**src/rtl/cpu_types_pkg.sv**
```systemverilog
// cpu_types_pkg: datapath-wide scalar types.
// word_t is the 32-bit machine word.
package cpu_types_pkg;
   typedef logic [31:0] word_t;
endpackage

```
**src/rtl/pc_predict_pkg.sv**
```systemverilog
// pc_predict_pkg: counter type, counter states and saturating helper.
// Shared by pc_predict_unit and btb_array (macro PC_PREDICT_STATS_EN).
package pc_predict_pkg;
   typedef logic [1:0] ctr_t;

   localparam ctr_t SNT = 2'b00;
   localparam ctr_t WNT = 2'b01;
   localparam ctr_t WT  = 2'b10;
   localparam ctr_t ST  = 2'b11;

   // Saturating +/-1 on the low w bits (w from 1 to 32).
   function automatic logic [31:0] sat_step(
      input logic [31:0] v,
      input logic        up,
      input int unsigned w
   );
      logic [31:0] top;
      top = (w >= 32) ? 32'hFFFF_FFFF
                      : ((32'd1 << w) - 32'd1);
      if (up)
         sat_step = (v >= top) ? top : v + 32'd1;
      else
         sat_step = (v == 32'd0) ? 32'd0 : v - 32'd1;
   endfunction
endpackage

```
**src/rtl/pc_predict_unit_if.sv**
```systemverilog
// pc_predict_unit_if: fetch/resolve bundle of the PC predictor.
// Stat signals exist only with PC_PREDICT_STATS_EN.
interface pc_predict_unit_if #(
   parameter int WIDTH = 32
);
   logic             ihit;
   logic             stall;
   logic [WIDTH-1:0] pcaddr;
   logic [WIDTH-1:0] nxt_pc;
   logic             pred_taken;
   logic [WIDTH-1:0] pred_target;
   logic             res_valid;
   logic             res_is_branch;
   logic [WIDTH-1:0] res_pc;
   logic             res_taken;
   logic [WIDTH-1:0] res_target;
   logic             res_pred_taken;
   logic [WIDTH-1:0] res_pred_target;
   logic             flush;
`ifdef PC_PREDICT_STATS_EN
   logic [31:0]      stat_branches;
   logic [31:0]      stat_mispredicts;
`endif

   modport master (
      output ihit, stall,
      output res_valid, res_is_branch, res_pc,
      output res_taken, res_target,
      output res_pred_taken, res_pred_target,
`ifdef PC_PREDICT_STATS_EN
      input  stat_branches, stat_mispredicts,
`endif
      input  pcaddr, nxt_pc, pred_taken,
      input  pred_target, flush
   );

   modport slave (
      input  ihit, stall,
      input  res_valid, res_is_branch, res_pc,
      input  res_taken, res_target,
      input  res_pred_taken, res_pred_target,
`ifdef PC_PREDICT_STATS_EN
      output stat_branches, stat_mispredicts,
`endif
      output pcaddr, nxt_pc, pred_taken,
      output pred_target, flush
   );
endinterface

```
**src/rtl/btb_array.sv**
```systemverilog
// btb_array: direct-mapped BTB storage, one comb read port and one
// registered update port applying the 2-bit counter policy.
module btb_array
   import pc_predict_pkg::*;
#(
   parameter int  WIDTH   = 32,
   parameter int  ENTRIES = 16,
   localparam int IDX     = $clog2(ENTRIES),
   localparam int TW      = WIDTH - IDX - 2
) (
   input  logic             clk_i,
   input  logic             rst_ni,
   input  logic [IDX-1:0]   rd_idx_i,
   output logic             rd_valid_o,
   output logic [TW-1:0]    rd_tag_o,
   output logic [WIDTH-3:0] rd_tgt_o,
   output ctr_t             rd_ctr_o,
   input  logic             wr_en_i,
   input  logic [IDX-1:0]   wr_idx_i,
   input  logic [TW-1:0]    wr_tag_i,
   input  logic             wr_taken_i,
   input  logic [WIDTH-3:0] wr_tgt_i
);
   logic [ENTRIES-1:0] valid_q;
   logic [TW-1:0]      tag_q [ENTRIES];
   logic [WIDTH-3:0]   tgt_q [ENTRIES];
   ctr_t               ctr_q [ENTRIES];

   ctr_t        cur;
   ctr_t        ctr_nxt;
   logic        wr_hit;
   logic        at_rail;
   logic [31:0] step;

   assign rd_valid_o = valid_q[rd_idx_i];
   assign rd_tag_o   = tag_q[rd_idx_i];
   assign rd_tgt_o   = tgt_q[rd_idx_i];
   assign rd_ctr_o   = ctr_q[rd_idx_i];

   always_comb begin
      cur     = ctr_q[wr_idx_i];
      wr_hit  = valid_q[wr_idx_i]
             && (tag_q[wr_idx_i] == wr_tag_i);
      step    = sat_step({30'b0, cur}, wr_taken_i, 2);
      at_rail = (cur == (wr_taken_i ? ST : SNT));
      ctr_nxt = at_rail ? cur : ctr_t'(step);
   end

   // A not-taken miss never allocates; a taken miss evicts the alias.
   always_ff @(posedge clk_i or negedge rst_ni) begin
      if (!rst_ni) begin
         valid_q <= '0;
         for (int i = 0; i < ENTRIES; i++) begin
            tag_q[i] <= '0;
            tgt_q[i] <= '0;
            ctr_q[i] <= WNT;
         end
      end else if (wr_en_i) begin
         if (wr_hit) begin
            ctr_q[wr_idx_i] <= ctr_nxt;
            if (wr_taken_i)
               tgt_q[wr_idx_i] <= wr_tgt_i;
         end else if (wr_taken_i) begin
            valid_q[wr_idx_i] <= 1'b1;
            tag_q[wr_idx_i]   <= wr_tag_i;
            tgt_q[wr_idx_i]   <= wr_tgt_i;
            ctr_q[wr_idx_i]   <= WT;
         end
      end
   end
endmodule

```
**src/rtl/pc_predict_unit.sv**
```systemverilog
// pc_predict_unit: fetch PC with BTB prediction and EX redirect/flush.
// PC_PREDICT_STATS_EN adds saturating branch/mispredict counters.
module pc_predict_unit
   import pc_predict_pkg::*;
#(
   parameter int               WIDTH       = 32,
   parameter int               BTB_ENTRIES = 16,
   parameter logic [WIDTH-1:0] RESET_PC    = '0
) (
   input logic               CLK,
   input logic               nRST,
   pc_predict_unit_if.slave  io
);
   localparam int IDX = $clog2(BTB_ENTRIES);
   localparam int TW  = WIDTH - IDX - 2;

   logic [WIDTH-1:0] pcaddr_q;
   logic [WIDTH-1:0] pcaddr_d;
   logic [WIDTH-1:0] seq_pc;
   logic [WIDTH-1:0] pred_target;
   logic [WIDTH-1:0] redir_pc;
   logic             rd_valid;
   logic [TW-1:0]    rd_tag;
   logic [WIDTH-3:0] rd_tgt;
   ctr_t             rd_ctr;
   logic             hit;
   logic             pred_taken;
   logic             res_br;
   logic             mispredict;

   btb_array #(
      .WIDTH   (WIDTH),
      .ENTRIES (BTB_ENTRIES)
   ) u_btb (
      .clk_i      (CLK),
      .rst_ni     (nRST),
      .rd_idx_i   (pcaddr_q[IDX+1:2]),
      .rd_valid_o (rd_valid),
      .rd_tag_o   (rd_tag),
      .rd_tgt_o   (rd_tgt),
      .rd_ctr_o   (rd_ctr),
      .wr_en_i    (res_br),
      .wr_idx_i   (io.res_pc[IDX+1:2]),
      .wr_tag_i   (io.res_pc[WIDTH-1:IDX+2]),
      .wr_taken_i (io.res_taken),
      .wr_tgt_i   (io.res_target[WIDTH-1:2])
   );

   assign hit = rd_valid
             && (rd_tag == pcaddr_q[WIDTH-1:IDX+2]);
   assign pred_taken = hit && (rd_ctr inside {WT, ST});
   assign seq_pc = pcaddr_q + WIDTH'(4);
   assign pred_target = pred_taken ? {rd_tgt, 2'b00}
                                   : seq_pc;

   assign res_br = io.res_valid && io.res_is_branch;
   assign mispredict = res_br
      && ((io.res_taken != io.res_pred_taken)
       || (io.res_taken
        && (io.res_target != io.res_pred_target)));

   // Redirect keeps the target's low bits; only the BTB drops them.
   assign redir_pc = io.res_taken ? io.res_target
                                  : io.res_pc + WIDTH'(4);

   always_comb begin
      pcaddr_d = pcaddr_q;
      if (mispredict)
         pcaddr_d = redir_pc;
      else if (io.stall)
         pcaddr_d = pcaddr_q;
      else if (io.ihit)
         pcaddr_d = pred_target;
   end

   always_ff @(posedge CLK or negedge nRST) begin
      if (!nRST)
         pcaddr_q <= RESET_PC;
      else
         pcaddr_q <= pcaddr_d;
   end

   assign io.pcaddr      = pcaddr_q;
   assign io.nxt_pc      = seq_pc;
   assign io.pred_taken  = pred_taken;
   assign io.pred_target = pred_target;
   assign io.flush       = mispredict;

`ifdef PC_PREDICT_STATS_EN
   import cpu_types_pkg::*;

   word_t stat_br_q;
   word_t stat_mp_q;

   always_ff @(posedge CLK or negedge nRST) begin
      if (!nRST) begin
         stat_br_q <= '0;
         stat_mp_q <= '0;
      end else begin
         if (res_br)
            stat_br_q <= sat_step(stat_br_q, 1'b1, 32);
         if (mispredict)
            stat_mp_q <= sat_step(stat_mp_q, 1'b1, 32);
      end
   end

   assign io.stat_branches    = stat_br_q;
   assign io.stat_mispredicts = stat_mp_q;
`endif
endmodule

```
**src/flat_wrapper.sv**
```systemverilog
// flat-port wrapper written by rule: the top's interface ports become plain ports
module pc_predict_unit_flat import pc_predict_pkg::*;
#(
   parameter int               WIDTH       = 32,
   parameter int               BTB_ENTRIES = 16,
   parameter logic [WIDTH-1:0] RESET_PC    = '0
)
  (CLK, nRST, io_ihit, io_stall, io_res_valid, io_res_is_branch, io_res_pc, io_res_taken, io_res_target, io_res_pred_taken, io_res_pred_target, io_pcaddr, io_nxt_pc, io_pred_taken, io_pred_target, io_flush);
  pc_predict_unit_if #(.WIDTH(WIDTH)) io_i ();
  input logic CLK;
  input logic nRST;
  input wire logic [$bits(io_i.ihit)-1:0] io_ihit;
  input wire logic [$bits(io_i.stall)-1:0] io_stall;
  input wire logic [$bits(io_i.res_valid)-1:0] io_res_valid;
  input wire logic [$bits(io_i.res_is_branch)-1:0] io_res_is_branch;
  input wire logic [$bits(io_i.res_pc)-1:0] io_res_pc;
  input wire logic [$bits(io_i.res_taken)-1:0] io_res_taken;
  input wire logic [$bits(io_i.res_target)-1:0] io_res_target;
  input wire logic [$bits(io_i.res_pred_taken)-1:0] io_res_pred_taken;
  input wire logic [$bits(io_i.res_pred_target)-1:0] io_res_pred_target;
  output wire logic [$bits(io_i.pcaddr)-1:0] io_pcaddr;
  output wire logic [$bits(io_i.nxt_pc)-1:0] io_nxt_pc;
  output wire logic [$bits(io_i.pred_taken)-1:0] io_pred_taken;
  output wire logic [$bits(io_i.pred_target)-1:0] io_pred_target;
  output wire logic [$bits(io_i.flush)-1:0] io_flush;
  assign io_i.ihit = io_ihit;
  assign io_i.stall = io_stall;
  assign io_i.res_valid = io_res_valid;
  assign io_i.res_is_branch = io_res_is_branch;
  assign io_i.res_pc = io_res_pc;
  assign io_i.res_taken = io_res_taken;
  assign io_i.res_target = io_res_target;
  assign io_i.res_pred_taken = io_res_pred_taken;
  assign io_i.res_pred_target = io_res_pred_target;
  assign io_pcaddr = io_i.pcaddr;
  assign io_nxt_pc = io_i.nxt_pc;
  assign io_pred_taken = io_i.pred_taken;
  assign io_pred_target = io_i.pred_target;
  assign io_flush = io_i.flush;
  pc_predict_unit #(.WIDTH(WIDTH), .BTB_ENTRIES(BTB_ENTRIES), .RESET_PC(RESET_PC)) u_core (.CLK(CLK), .nRST(nRST), .io(io_i));
endmodule
```
**config.mk**
```make
export PLATFORM = sky130hd
export DESIGN_NAME = pc_predict_unit_flat
export DESIGN_NICKNAME = d
export VERILOG_FILES = /design/src/rtl/cpu_types_pkg.sv /design/src/rtl/pc_predict_pkg.sv /design/src/rtl/pc_predict_unit_if.sv /design/src/rtl/btb_array.sv /design/src/rtl/pc_predict_unit.sv /design/src/flat_wrapper.sv
export SDC_FILE = /design/constraint.sdc
export NUM_CORES = 2
export LEC_CHECK = 0
export CORE_ASPECT_RATIO = 1.1
export CORE_MARGIN = 5
export CORE_UTILIZATION = 67
export CTS_BUF_LIST = sky130_fd_sc_hd__clkbuf_16
export CTS_CLUSTER_DIAMETER = 30
export CTS_CLUSTER_SIZE = 10
export DETAILED_ROUTE_END_ITERATION = 7
export PLACE_DENSITY = 0.86
export SYNTH_ARGS = -nofsm -noshare
export SYNTH_HDL_FRONTEND = slang
export SYNTH_SLANG_ARGS = --single-unit
```
**constraint.sdc**
```tcl
create_clock -name CLK -period 8.9 [get_ports CLK]
set_input_delay 1.78 -clock CLK [delete_from_list [all_inputs] [get_ports CLK]]
set_output_delay 1.78 -clock CLK [all_outputs]
set_load 0.02 [all_outputs]
```
=== Word-level counts from Yosys, hierarchy flattened ===
Cells that the tools add are included.

* Input port bits: 104
* Bits in registers: 976
* Word-level logic and storage cells: 135
* Output and inout port bits: 98

* Equal/unequal tests: 8
* Reductions and logical operators: 17
* $add $sub $neg: 4
* Bitwise operators: 7
* Muxes and demuxes: 42
* Magnitude comparators: 7

{| class="wikitable"
|+ Operators by type and width
! operator !! count
|-
| bitwise mux 480 bit || 1
|-
| bitwise mux 416 bit || 1
|-
| 2-to-1 mux 32 bit || 7
|-
| binary-select mux 26 bit (select 4 bit) || 2
|-
| 2-to-1 mux 26 bit || 5
|-
| binary-select mux 30 bit (select 4 bit) || 1
|-
| demux 30 bit (select 4 bit) || 1
|-
| demux 26 bit (select 4 bit) || 1
|-
| 2-to-1 mux 30 bit || 3
|-
| adder 32 x 3 -> 32 bit, second input constant || 2
|-
| == test 26 bit || 2
|-
| bitwise mux 32 bit || 1
|-
| inequality test 32 bit || 1
|-
| bitwise OR 16 bit || 2
|-
| 2-to-1 mux 2 bit || 10
|-
| bitwise AND 16 bit || 1
|-
| binary-select mux 2 bit (select 4 bit) || 2
|-
| NOT 16 bit || 1
|-
| greater-or-equal comparator 5 bit, second input constant || 2
|-
| less-than comparator 4 x 5 -> 1 bit, second input constant || 2
|-
| NOT 4 -> 5 bit || 2
|-
| binary-select mux 1 bit (select 4 bit) || 2
|-
| demux 2 bit (select 4 bit) || 1
|-
| logical AND 1 bit || 8
|-
| other kinds (17) || 24
|}

=== Longest topological paths before layout ===
* Depth after elaboration: 11
* Depth in mapped cells: 17
* Depth with buffers taken out: 10

=== Cells and area by module ===
A second synthesis with hierarchy kept.

* Cells, all modules: 3571
* Area, all modules: 52282.6 sq um

{| class="wikitable"
|+ By module, submodules not included
! module !! seq. area each (sq um) !! area each (sq um) !! times used !! cells each
|-
| btb_array || 23642.7 || 47630.7 || 1 || 2952
|-
| pc_predict_unit || 800.8 || 4652.0 || 1 || 619
|}

=== Worst setup path after synthesis ===
Ideal clock, no wire load.

* Path kind: reg2out
* From: register u_core.pcaddr_q[2], in the netlist u_core.io.pcaddr[2]
* To: output port io_pred_target[18]
* Cell stages (with the launch flop): 14
* Data arrival time: 3.684 ns
* Setup slack: 3.436 ns
* Data required time: 7.120 ns
* Path buffers: 9
* Path through: dfrtp_1 buf_4 buf_4 buf_4 buf_4 buf_4 buf_4 buf_2 buf_2 buf_2 mux4_2 mux4_2 nand3_1 nand2_1

* Longest elaborated chain between the ends: 8
* Elaborated cells on any way between the ends: 20
* Those cells by class: 1 x add/sub; 3 x eq/ne; 12 x mux; 1 x bitwise; 3 x reduce/logical

{| class="wikitable"
|+ RTL lines
! element !! line !! source
|-
| from (decl) || pc_predict_unit.sv:17 || <nowiki>logic [WIDTH-1:0] pcaddr_q;</nowiki>
|-
| from (signal assigned) || pc_predict_unit.sv:80 || <nowiki>pcaddr_q <= pcaddr_d;</nowiki>
|-
| NOT 4 -> 5 bit (not written as such) || btb_array.sv:36, btb_array.sv:37, btb_array.sv:38 ||
|-
| binary-select mux 26 bit (select 4 bit) / binary-select mux 2 bit (select 4 bit) (equally long branches) || btb_array.sv:36, btb_array.sv:38 ||
|-
| 2-to-1 mux 26 bit (not written as such) / 2-to-1 mux 2 bit (equally long branches) (2 in a row) || btb_array.sv:36, btb_array.sv:38 ||
|-
| == test 26 bit / == test 2 bit (equally long branches) || pc_predict_unit.sv:50, pc_predict_unit.sv:51 ||
|-
| logical AND 1 bit / nonzero test 2 bit (equally long branches) || pc_predict_unit.sv:50, pc_predict_unit.sv:51 ||
|-
| logical AND 1 bit || pc_predict_unit.sv:51 || <nowiki>assign pred_taken = hit && (rd_ctr inside {WT, ST});</nowiki>
|-
| 2-to-1 mux 32 bit * || pc_predict_unit.sv:53 || <nowiki>assign pred_target = pred_taken ? {rd_tgt, 2'b00}</nowiki>
|-
| to (decl) || flat_wrapper.sv:24 || <nowiki>output wire logic [$bits(io_i.pred_target)-1:0] io_pred_target;</nowiki>
|}

Every way passes the cells marked *; elsewhere a longest branch is shown, timed or not. The select of a mux whose other input is x is not followed.

=== Final worst setup path ===
* From: register u_core.pcaddr_q[2], in the netlist u_core.io.pcaddr[2]
* To: output port io_pred_target[8]

Same word-level chain as after synthesis.

==> results.yml <==
critical_path:
  critPathSlowestCell: "dfrtp_4"
  crit_path_end_kind: "primary output"
  crit_path_cell_trace: "buf_12 -> mux4_2 -> mux2i_1 -> a21oi_1 -> o21ai_0 -> o31ai_1 -> nand3_1 -> nor4_4 -> buf_4 -> nand2b_1 -> nand2_1 -> clkdlybuf4s50_1"
  required_ps: 7120
  crit_path_max_fanout: 51
  criticalPathCategory: "reg -> out"
  cp-start-kind: "flip-flop"
  cpPeakStageDelay_ps: 1060
  critPathBufInv: 3
  crit_arrival_ps: 6500
  path_delay_family: "buffers and inverters"
die:
  fp-row-count: 108
  io_pins: 202
  die_w_um: 278
  start_util: 0.672
  coreArea_mm2: 0.0786
  die_y_um: 305
  die_area_mm2: 0.0846
power_and_ir_drop:
  power_leakage_nw: 27.5
  clock_power_share: 0.420
  p_switching_w: 0.00541
  swShare: 0.319
  p_comb_frac: 0.244
  power.density_mw_per_mm2: 274
  ir_drop_uv: 267
  internal_power_w: 0.0115
  seq_power_share: 0.336
clock_network:
  postCtsSetupBuffers: 0
  h-tree-depth: 4
  post_cts_resized: 0
  clock_path_buffers: 3
  cts.clk_slew.worst_paths_ps: 50
  ctsHoldBuffers: 0
  cts_buffers: 178
  cts_tree: "yes"
  root_buffer: "clkbuf_16"
  clkSinkCount: 976
  clock_latency_ps: 790
synth:
  synthesis.area_mm2: 0.0529
  synth_cells: 3812
  async_flop_share: 1.00
  ys_seq_area_frac: 0.462
  synth_edf_count: 0
  synth_area_per_cell_um2: 13.9
  synth-seq-cells: 976
  synth_flop_cell: "dfrtp_1"
  yosys_warnings: 0
  ys_types: 87
  syn-num-nets: 3921
placement:
  dp_hpwl_um: 110000
  io_buffer_count: 201
  routabilityCongestion: 1.07
timing:
  fin_crit_sh: 0.930
  hold_ws_ps: 486
  max_slew_margin: 0.0208
  clock_skew_ps: 39.9
  drv_slew: 0
  fmax_ghz: 0.121
  period_minus_slack_ps: 8280
  rsz0062_at_grt: "no"
  setup_viol: 0
  hold_viol: 0
  worst_pin_slew_ps: 1460
  setup_tns_ps: 0
final_layout:
  fin_util: 0.785
  final.fill_count: 4203
  final_cell_mix: "956 x dfrtp_1, 751 x mux2_2, 320 x mux4_2"
  final_common_cell: "dfrtp_1"
  final_layout_size_suffix_gt1_frac: 0.434
  fin_nets: 4030
  area_growth_pct: 16.9
route:
  wl_per_cell_um: 36.2
  num_vias: 39000
  ant_nets: 0
  drtPass1Iterations: 6
  drt_wl_total_um: 186000
  via_per_inst: 7.60
  drt_iter0_drc: 5588
  remaining_drc_errors: 0
grt:
  grt_pass1_vias: 41300
  grt_max_degree: 173
  gr-usage-all-layers: 0.435
  antenna_found_initial: 15
  grt_remaining_overflow: 0
  grt_pass1_wl_um: 274000
min_path:
  hold_path_class: "reg -> reg"
run:
  maxCapViolations: 0
status:
  status: "complete, no violations"
[cell families (layout without fill, tap and decap cells)]
kind of cell               after synthesis  after routing  synth area share
muxes                                 1388           1388             0.374
DFF                                    976            976             0.462
and+or+nand+nor                        507            507            0.0485
buffers and inverters                  441            700            0.0395
AOI/OAI and AO/OA                      363            363            0.0521
xor gates and xnor gates               130            130            0.0215
adders and majority gates                7              7           0.00156
other                                    0             10                 0
[final cells by class]
type,count,area (um2),share of cell area
clock buffer,180,4500,0.0729
tap,1045,1310,0.0212
inverter,55,208,0.00336
clock inverter,150,1800,0.0291
timing repair buffer,315,2950,0.0478
multi-input combinational,2395,26500,0.429
antenna,10,25.0,0.000405
sequential,976,24500,0.396
[synth_stat cells, drive strengths merged (16+ instances only)]
| master | number | area [um2] |
|---|---|---|
| dfrtp | 960 | 24000 |
| mux2 | 941 | 11300 |
| mux4 | 320 | 7210 |
| clkbuf | 248 | 932 |
| nand2 | 174 | 656 |
| buf | 138 | 951 |
| mux2i | 127 | 1270 |
| nand3 | 95 | 475 |
| xnor2 | 85 | 744 |
| nor2 | 55 | 223 |
| a31oi | 53 | 332 |
| inv | 53 | 199 |
| xor2 | 45 | 394 |
| o21ai | 39 | 195 |
| a21oi | 37 | 320 |
| nand2b | 36 | 225 |
| o211ai | 34 | 255 |
| o31ai | 34 | 260 |
| nor3 | 26 | 130 |
| a22oi | 25 | 188 |
| nand4 | 22 | 138 |
| o22ai | 21 | 131 |
| or2 | 21 | 131 |
| nor4 | 19 | 164 |
| o311ai | 18 | 158 |
| dfstp | 16 | 420 |
| o311a | 16 | 160 |
[worst register-to-register path, cell delays in order, from the launching register on]
cell and delay, ps:
dfrtp_4 790, buf_4 430, buf_4 490, mux4_2 400, mux2i_1 420, xor2_1 190, nand2_1 150, a2111o_1 450
or4_1 490, nor3_2 210, buf_4 450, nand3_1 220, a31oi_1 490
[final timing paths]
check | from | to | slack (ps) | depth (start not counted)
setup / recovery | u_core.io.pcaddr[2] | io_pred_target[8] | 620 | 12
hold / removal | u_core.u_btb.valid_q[7] | u_core.u_btb.valid_q[7] | 490 | 1
setup reg to reg | u_core.io.pcaddr[3] | u_core.io.pcaddr[3] | 3550 | 12
hold reg to reg | u_core.u_btb.valid_q[7] | u_core.u_btb.valid_q[7] | 490 | 1
max in group asynchronous | nRST | u_core.u_btb.tgt_q[51] | 6120 | 3
min in group asynchronous | nRST | u_core.u_btb.tag_q[109] | 990 | 1
[per-layer routing]
| layer | track usage | vias up | share of wire |
|---|---|---|---|
| li1 | - | 14600 | - |
| met1 | 0.543 | 19900 | 0.34 |
| met2 | 0.633 | 3353 | 0.44 |
| met3 | 0.173 | 1079 | 0.14 |
| met4 | 0.287 | 6 | 0.084 |
| met5 | 0 | - | 0.00024 |
[power groups by stage]
| stage | registers (W) | logic (W) | clock network [W] |
|---|---|---|---|
| detailed placement | 0.00565 | 0.00394 | 0 |
| global route | 0.00571 | 0.00426 | 0.00735 |
| global placement | 0.00561 | 0.00389 | 0 |
| finish | 0.00568 | 0.00413 | 0.00712 |
| CTS | 0.00563 | 0.00403 | 0.00711 |
| floorplan | 0.00538 | 0.00272 | 0 |
[sequential cells by signal (all words and copies together), names as in the netlist]
| name | count |
|---|---|
| u_core.u_btb.tgt_q | 480 |
| u_core.io.pcaddr | 32 |
| u_core.u_btb.ctr_q | 32 |
| u_core.u_btb.tag_q | 416 |
| u_core.u_btb.valid_q | 16 |
[stage by stage]
| stage | setup WS [ps] | instance area (um2) | instances | power, W |
|---|---|---|---|---|
| floorplan | 3440 | 52900 | 3812 | 0.00810 |
| global placement | 1750 | 55400 | 4786 | 0.00949 |
| detailed placement | 1720 | 55400 | 4786 | 0.00959 |
| CTS | 863 | 61700 | 5116 | 0.0168 |
| global route | 446 | 61700 | 5117 | 0.0173 |
| finish | 622 | 61800 | 5126 | 0.0169 |
(Power assumes the default switching activity.)
